**src/rtl/jac1_sequencer.sv**
```systemverilog
// jac1_sequencer: multi-cycle fetch/wait/decode/execute/writeback control for
// the JAC1 core. Gates the decoder's raw write enables into one-cycle strobes,
// and provides run/halt, single-step, a halt-opcode trap and a retire counter.
module jac1_sequencer #(
  parameter int unsigned                NumOpCodeBits = 5,
  parameter int unsigned                MEM_WAIT      = 1,
  parameter logic [NumOpCodeBits-1:0]   HALT_OPCODE   = NumOpCodeBits'(5'h1F),
  parameter int unsigned                CNT_WIDTH     = 16
) (
  input  logic                     clk,
  input  logic                     res_n,
  input  logic                     run,
  input  logic                     step,
  input  logic [NumOpCodeBits-1:0] opcode,
  input  logic                     dec_wr_en,
  input  logic                     dec_cnt_wr_en,
  input  logic                     dec_stat_wr_en,
  output logic                     ir_load,
  output logic                     pc_inc,
  output logic                     pc_load,
  output logic                     rf_wr_en,
  output logic                     stat_wr_en,
  output logic                     halted,
  output logic                     trap,
  output logic [2:0]               state,
  output logic [CNT_WIDTH-1:0]     instr_count
);

  localparam int unsigned WaitW  = 4;
  localparam bit          NoWait = (MEM_WAIT == 0);

  typedef enum logic [2:0] {
    ST_HALT   = 3'd0,
    ST_FETCH  = 3'd1,
    ST_WAIT   = 3'd2,
    ST_DECODE = 3'd3,
    ST_EXEC   = 3'd4,
    ST_WB     = 3'd5,
    ST_TRAP   = 3'd6
  } state_t;

  state_t                 r_state;
  state_t                 w_state_nxt;
  logic                   r_armed;
  logic                   r_step_q;
  logic                   r_single;
  logic                   w_single_nxt;
  logic [WaitW-1:0]       r_wait_cnt;
  logic [WaitW-1:0]       w_wait_nxt;
  logic                   r_trap;
  logic                   w_trap_nxt;
  logic [CNT_WIDTH-1:0]   r_instr_count;
  logic [CNT_WIDTH-1:0]   w_count_nxt;
  logic                   w_step_rise;

  // Step request is its rising edge against the previous sampled value.
  assign w_step_rise = step & ~r_step_q;

  assign state       = r_state;
  assign halted      = (r_state == ST_HALT) || (r_state == ST_TRAP);
  assign trap        = r_trap;
  assign instr_count = r_instr_count;

  // State register; r_armed delays the first transition to the second edge after reset release.
  always_ff @(posedge clk or negedge res_n) begin
    if (!res_n) begin
      r_state <= ST_HALT;
    end else begin
      r_state <= w_state_nxt;
    end
  end

  // Sequencer side registers: arm flag, step edge, single-step, wait counter, trap, retire count.
  always_ff @(posedge clk or negedge res_n) begin
    if (!res_n) begin
      r_armed       <= 1'b0;
      r_step_q      <= 1'b0;
      r_single      <= 1'b0;
      r_wait_cnt    <= '0;
      r_trap        <= 1'b0;
      r_instr_count <= '0;
    end else begin
      r_armed       <= 1'b1;
      r_step_q      <= step;
      r_single      <= w_single_nxt;
      r_wait_cnt    <= w_wait_nxt;
      r_trap        <= w_trap_nxt;
      r_instr_count <= w_count_nxt;
    end
  end

  // Next-state and strobe decode from the registered state.
  always_comb begin
    w_state_nxt  = r_state;
    w_single_nxt = r_single;
    w_wait_nxt   = r_wait_cnt;
    w_trap_nxt   = r_trap;
    w_count_nxt  = r_instr_count;
    ir_load      = 1'b0;
    pc_inc       = 1'b0;
    pc_load      = 1'b0;
    rf_wr_en     = 1'b0;
    stat_wr_en   = 1'b0;
    case (r_state)
      ST_HALT: begin
        w_single_nxt = 1'b0;
        if (r_armed) begin
          if (run) begin
            w_state_nxt = ST_FETCH;
          end else if (w_step_rise) begin
            w_state_nxt  = ST_FETCH;
            w_single_nxt = 1'b1;
          end
        end
      end
      ST_FETCH: begin
        w_wait_nxt = WaitW'(MEM_WAIT);
        if (NoWait) begin
          ir_load     = 1'b1;
          w_state_nxt = ST_DECODE;
        end else begin
          w_state_nxt = ST_WAIT;
        end
      end
      ST_WAIT: begin
        w_wait_nxt = r_wait_cnt - WaitW'(1);
        if (r_wait_cnt <= WaitW'(1)) begin
          ir_load     = 1'b1;
          w_state_nxt = ST_DECODE;
        end
      end
      ST_DECODE: begin
        if (opcode == HALT_OPCODE) begin
          w_trap_nxt  = 1'b1;
          w_state_nxt = ST_TRAP;
        end else begin
          w_state_nxt = ST_EXEC;
        end
      end
      ST_EXEC: begin
        stat_wr_en  = dec_stat_wr_en;
        w_state_nxt = ST_WB;
      end
      ST_WB: begin
        rf_wr_en    = dec_wr_en;
        pc_load     = dec_cnt_wr_en;
        pc_inc      = ~dec_cnt_wr_en;
        w_count_nxt = r_instr_count + CNT_WIDTH'(1);
        if (!run || r_single) begin
          w_state_nxt  = ST_HALT;
          w_single_nxt = 1'b0;
        end else begin
          w_state_nxt = ST_FETCH;
        end
      end
      ST_TRAP: begin
        w_state_nxt = ST_TRAP;
      end
      default: begin
        w_state_nxt = ST_HALT;
      end
    endcase
  end

endmodule

```
**config.mk**
```make
export PLATFORM = sky130hd
export DESIGN_NAME = jac1_sequencer
export DESIGN_NICKNAME = d
export VERILOG_FILES = /design/src/rtl/jac1_sequencer.sv
export SDC_FILE = /design/constraint.sdc
export NUM_CORES = 1
export LEC_CHECK = 0
export CAP_MARGIN = 5
export CORE_UTILIZATION = 46
export CTS_CLUSTER_DIAMETER = 50
export DETAILED_ROUTE_END_ITERATION = 8
export GPL_TIMING_DRIVEN = 0
export PLACE_DENSITY_LB_ADDON = 0.15
export RECOVER_POWER = 50
export SYNTH_ARGS = -nofsm -noshare
export SYNTH_HDL_FRONTEND = slang
export SYNTH_SLANG_ARGS = --single-unit
```
**constraint.sdc**
```tcl
create_clock -name clk -period 2.03 [get_ports clk]
set_clock_uncertainty 0.15 [all_clocks]
set_input_delay 0.406 -clock clk [delete_from_list [all_inputs] [get_ports clk]]
set_output_delay 0.406 -clock clk [all_outputs]
set_load 0.03 [all_outputs]
```
==> results.sh <==
export IMPL_dr_pass1_iters=4
export IMPL_place_congestion=0.7997
export IMPL_synth_compound_area_share_pct=12.25
export IMPL_post_dp_hpwl_mm=1.999
export IMPL_track_usage_pct=21.14
export IMPL_layout_nets=191
export IMPL_crit_arrival_ns=1.58
export IMPL_avgViaCountPerCell=5.527
export IMPL_synth_xor_area_share_pct=10.13
export IMPL_clk_latency_ns=0.33
export IMPL_detail_route_antenna_nets=0
export IMPL_cts_tree="built"
export IMPL_yosysSeqAreaShare_pct=52.07
export IMPL_drv_slew=0
export IMPL_grt_pass1_wl_mm=4.443
export IMPL_failed_checks="setup timing"
export IMPL_yosys_area_top_type="dfrtp_1"
export IMPL_worstHoldPathType="primary input to async pin"
export IMPL_postSynthCellCount=123
export IMPL_clockRootBuffer="clkbuf_4"
export IMPL_synth_top_area_share_pct=52.07
export IMPL_crit_type="register to output pin"
export IMPL_core_sq_um=2567
export IMPL_syn_to_final_growth_pct=46.58
export IMPL_num_vias=1133
export IMPL_required_ns=1.47
export IMPL_place_inst=190
export IMPL_layout_drive_gt1_share_pct=22.29
export IMPL_grt_start_max_net_pins=28
export IMPL_ys_warn_count=0
export IMPL_grt_antenna_before_repair=0
export IMPL_cp_slowest_stage_delay_ns=0.44
export IMPL_max_slew_margin_pct=35.10
export IMPL_syn_nets=138
export IMPL_path_max_fanout=4
export IMPL_io_pins=38
export IMPL_setup_ws_ns=-0.1093
export IMPL_rsz0062_at_grt="yes"
export IMPL_status="complete, but fails checks"
export IMPL_grt_ovfl_total=0
export IMPL_max_freq_ghz=0.4674
export IMPL_die_area_sq_um=3037
export IMPL_instances_no_fill=205
export IMPL_path_cells="and2b_2, o21ai_2, nor4_4, buf_6"
export IMPL_max_cap_violations=0
export IMPL_drt_total_wl_mm=2.911
export IMPL_setup_violations=1
export IMPL_drt_iter0_markers=7
export IMPL_p_leak_nw=1.032
export IMPL_initial_core_util_pct=50.54
export IMPL_htree_num_levels=1
export IMPL_die_x_um=55.11
export IMPL_clk_path_buf_depth=2
export IMPL_path_buf_inv=1
export IMPL_synth_adder_area_share_pct=2.893
export IMPL_synth_top_family_by_area="simple AND/OR/NAND/NOR gates"
export IMPL_syn_avg_cell_area_sq_um=10.55
export IMPL_fin_crit_ns=2.139
export IMPL_drc=0
export IMPL_numPortBuffers=37
export IMPL_hold_viol_final=0
export IMPL_hold_ws_ns=0.2045
export IMPL_clkTransAtPathRegs_ns=0.14
export IMPL_syn_area_sq_um=1297
export IMPL_worst_path_dominant_cell_family="simple AND/OR/NAND/NOR gates"
export IMPL_ys_ff_latch=27
export IMPL_timing_final_crit_share_pct=105.4
export IMPL_synth_cell_types=35
export IMPL_crit_path_start_kind="register"
export IMPL_n_antenna_cell=0
export IMPL_place_ws_ns=-0.3636
export IMPL_synthMuxAreaShare_pct=0.8679
export IMPL_tightest_slew_ns=0.9735
export IMPL_slowest_stage="dfrtp_1"
export IMPL_grt_pass1_vias=1056
export IMPL_ys_top_cells_by_area="dfrtp_1, xnor2_1, ha_1, a21oi_1, and3_1"
export IMPL_rows=18
export IMPL_clock_sinks=27
export IMPL_die_height_um=55.11
export IMPL_synthSimpleGateAreaFrac_pct=18.23
export IMPL_vdd_drop_max_mv=0.9377
export IMPL_numCtsBuffers=3
export IMPL_end_kind="output pin"
export IMPL_power_density_nw_per_um2=1148
export IMPL_wl_per_cell_um=14.20
synth_stat cells:
master	instances
a21o_1	1
a21oi_1	7
a22oi_1	2
a32oi_1	1
a41o_1	1
and2_1	2
and2b_1	1
and3_1	5
and3b_1	1
and4_1	2
and4_4	1
buf_2	1
buf_4	1
clkbuf_1	3
conb_1	1
dfrtp_1	27
ha_1	3
inv_1	5
mux2_1	1
nand2_1	5
nand3_1	4
nand4_1	5
nor2_1	3
nor2b_1	5
nor3_1	4
nor4_1	1
nor4b_1	1
o21a_1	2
o21ai_0	5
o21ai_1	4
o21bai_1	1
o22a_1	1
o22ai_1	1
xnor2_1	12
xor2_1	3
routing by layer:
metal  vias up  part of all wire (%)  track usage, %
met5         -                     0               0
met4         0                   1.5           12.92
met3         6                   4.9           4.372
met2        35                    53           36.35
met1       555                    41           23.80
li1        537                     -               -
what timing repair did:
action,CTS,global route
pin swaps,3,0
setup endpoints to repair,13,13
hold buffers,0,0
buffers inserted,8,3
resized for setup,60,22
sequential cells by signal, summed over array words and instances (netlist names):
signal       count
instr_count     16
state            3
r_single         1
r_wait_cnt       4
trap             1
r_step_q         1
r_armed          1
worst paths after layout:
path	from	end	slack, ns	depth (start not counted)
max in group asynchronous	res_n	r_step_q	0.27	2
hold / removal	res_n	instr_count[9]	0.20	1
setup / recovery	state[2]	ir_load	-0.11	4
min in group clk	instr_count[15]	instr_count[15]	0.34	1
hold reg to reg	instr_count[15]	instr_count[15]	0.34	1
setup reg to reg	state[1]	instr_count[8]	0.45	5
power breakdown:
part,internal (W),leakage (nW),switching [W],total [W]
Clock,0.0000754,0.0139,0.000165,0.000241
Sequential,0.000650,0.356,0.000121,0.000771
Combinational,0.000548,0.662,0.000624,0.00117
Total,0.00127,1.03,0.000910,0.00218
logic make-up after synthesis:
group	Yosys count
compound gates	26
xor+xnor	15
fa+ha+maj	3
buf+inv	10
flops	27
mux	1
other cells	1
simple gates	40
area by class of cell:
cell class,count,area (sq um)
fill,199,665.6
multi-input combinational,86,629.4
inverter,5,18.77
buffer,5,50.05
tap,30,37.54
timing repair buffer,48,460.4
clock inverter,1,7.507
sequential,27,675.6
clock buffer,3,22.52
placed cells by master (no fill, tap or decap), types with 3 or more instances in the layout:
cell type | synthesis | final
dfrtp_1 | 27 | 27
buf_4 | 1 | 16
xnor2_1 | 12 | 12
clkdlybuf4s50_1 | 0 | 12
dlymetal6s2s_1 | 0 | 8
a21oi_1 | 7 | 7
dlygate4sd2_1 | 0 | 7
o21ai_0 | 5 | 6
buf_6 | 0 | 5
and3_1 | 5 | 5
nand2_1 | 5 | 5
nand4_1 | 5 | 5
nand3_1 | 4 | 4
inv_2 | 0 | 3
nor2b_1 | 5 | 3
nor3_1 | 4 | 3
xor2_1 | 3 | 3
nor2_1 | 3 | 3
clkbuf_4 | 0 | 3
through the flow:
step           cell area, sq um  util [%]   TNS (ns)  power [W]
4_1_cts                    1813     70.61   -0.08325   0.002116
2_1_floorplan              1309         -  -0.006400   0.001379
5_1_grt                    1902     74.07    -0.2786   0.002325
3_3_place_gp               1717     66.86     -1.319   0.001688
6_report                   1902     74.07    -0.1093   0.002184
3_5_place_dp               1717     66.86     -1.453   0.001720
No activity file was read; power rests on OpenSTA's default activity.
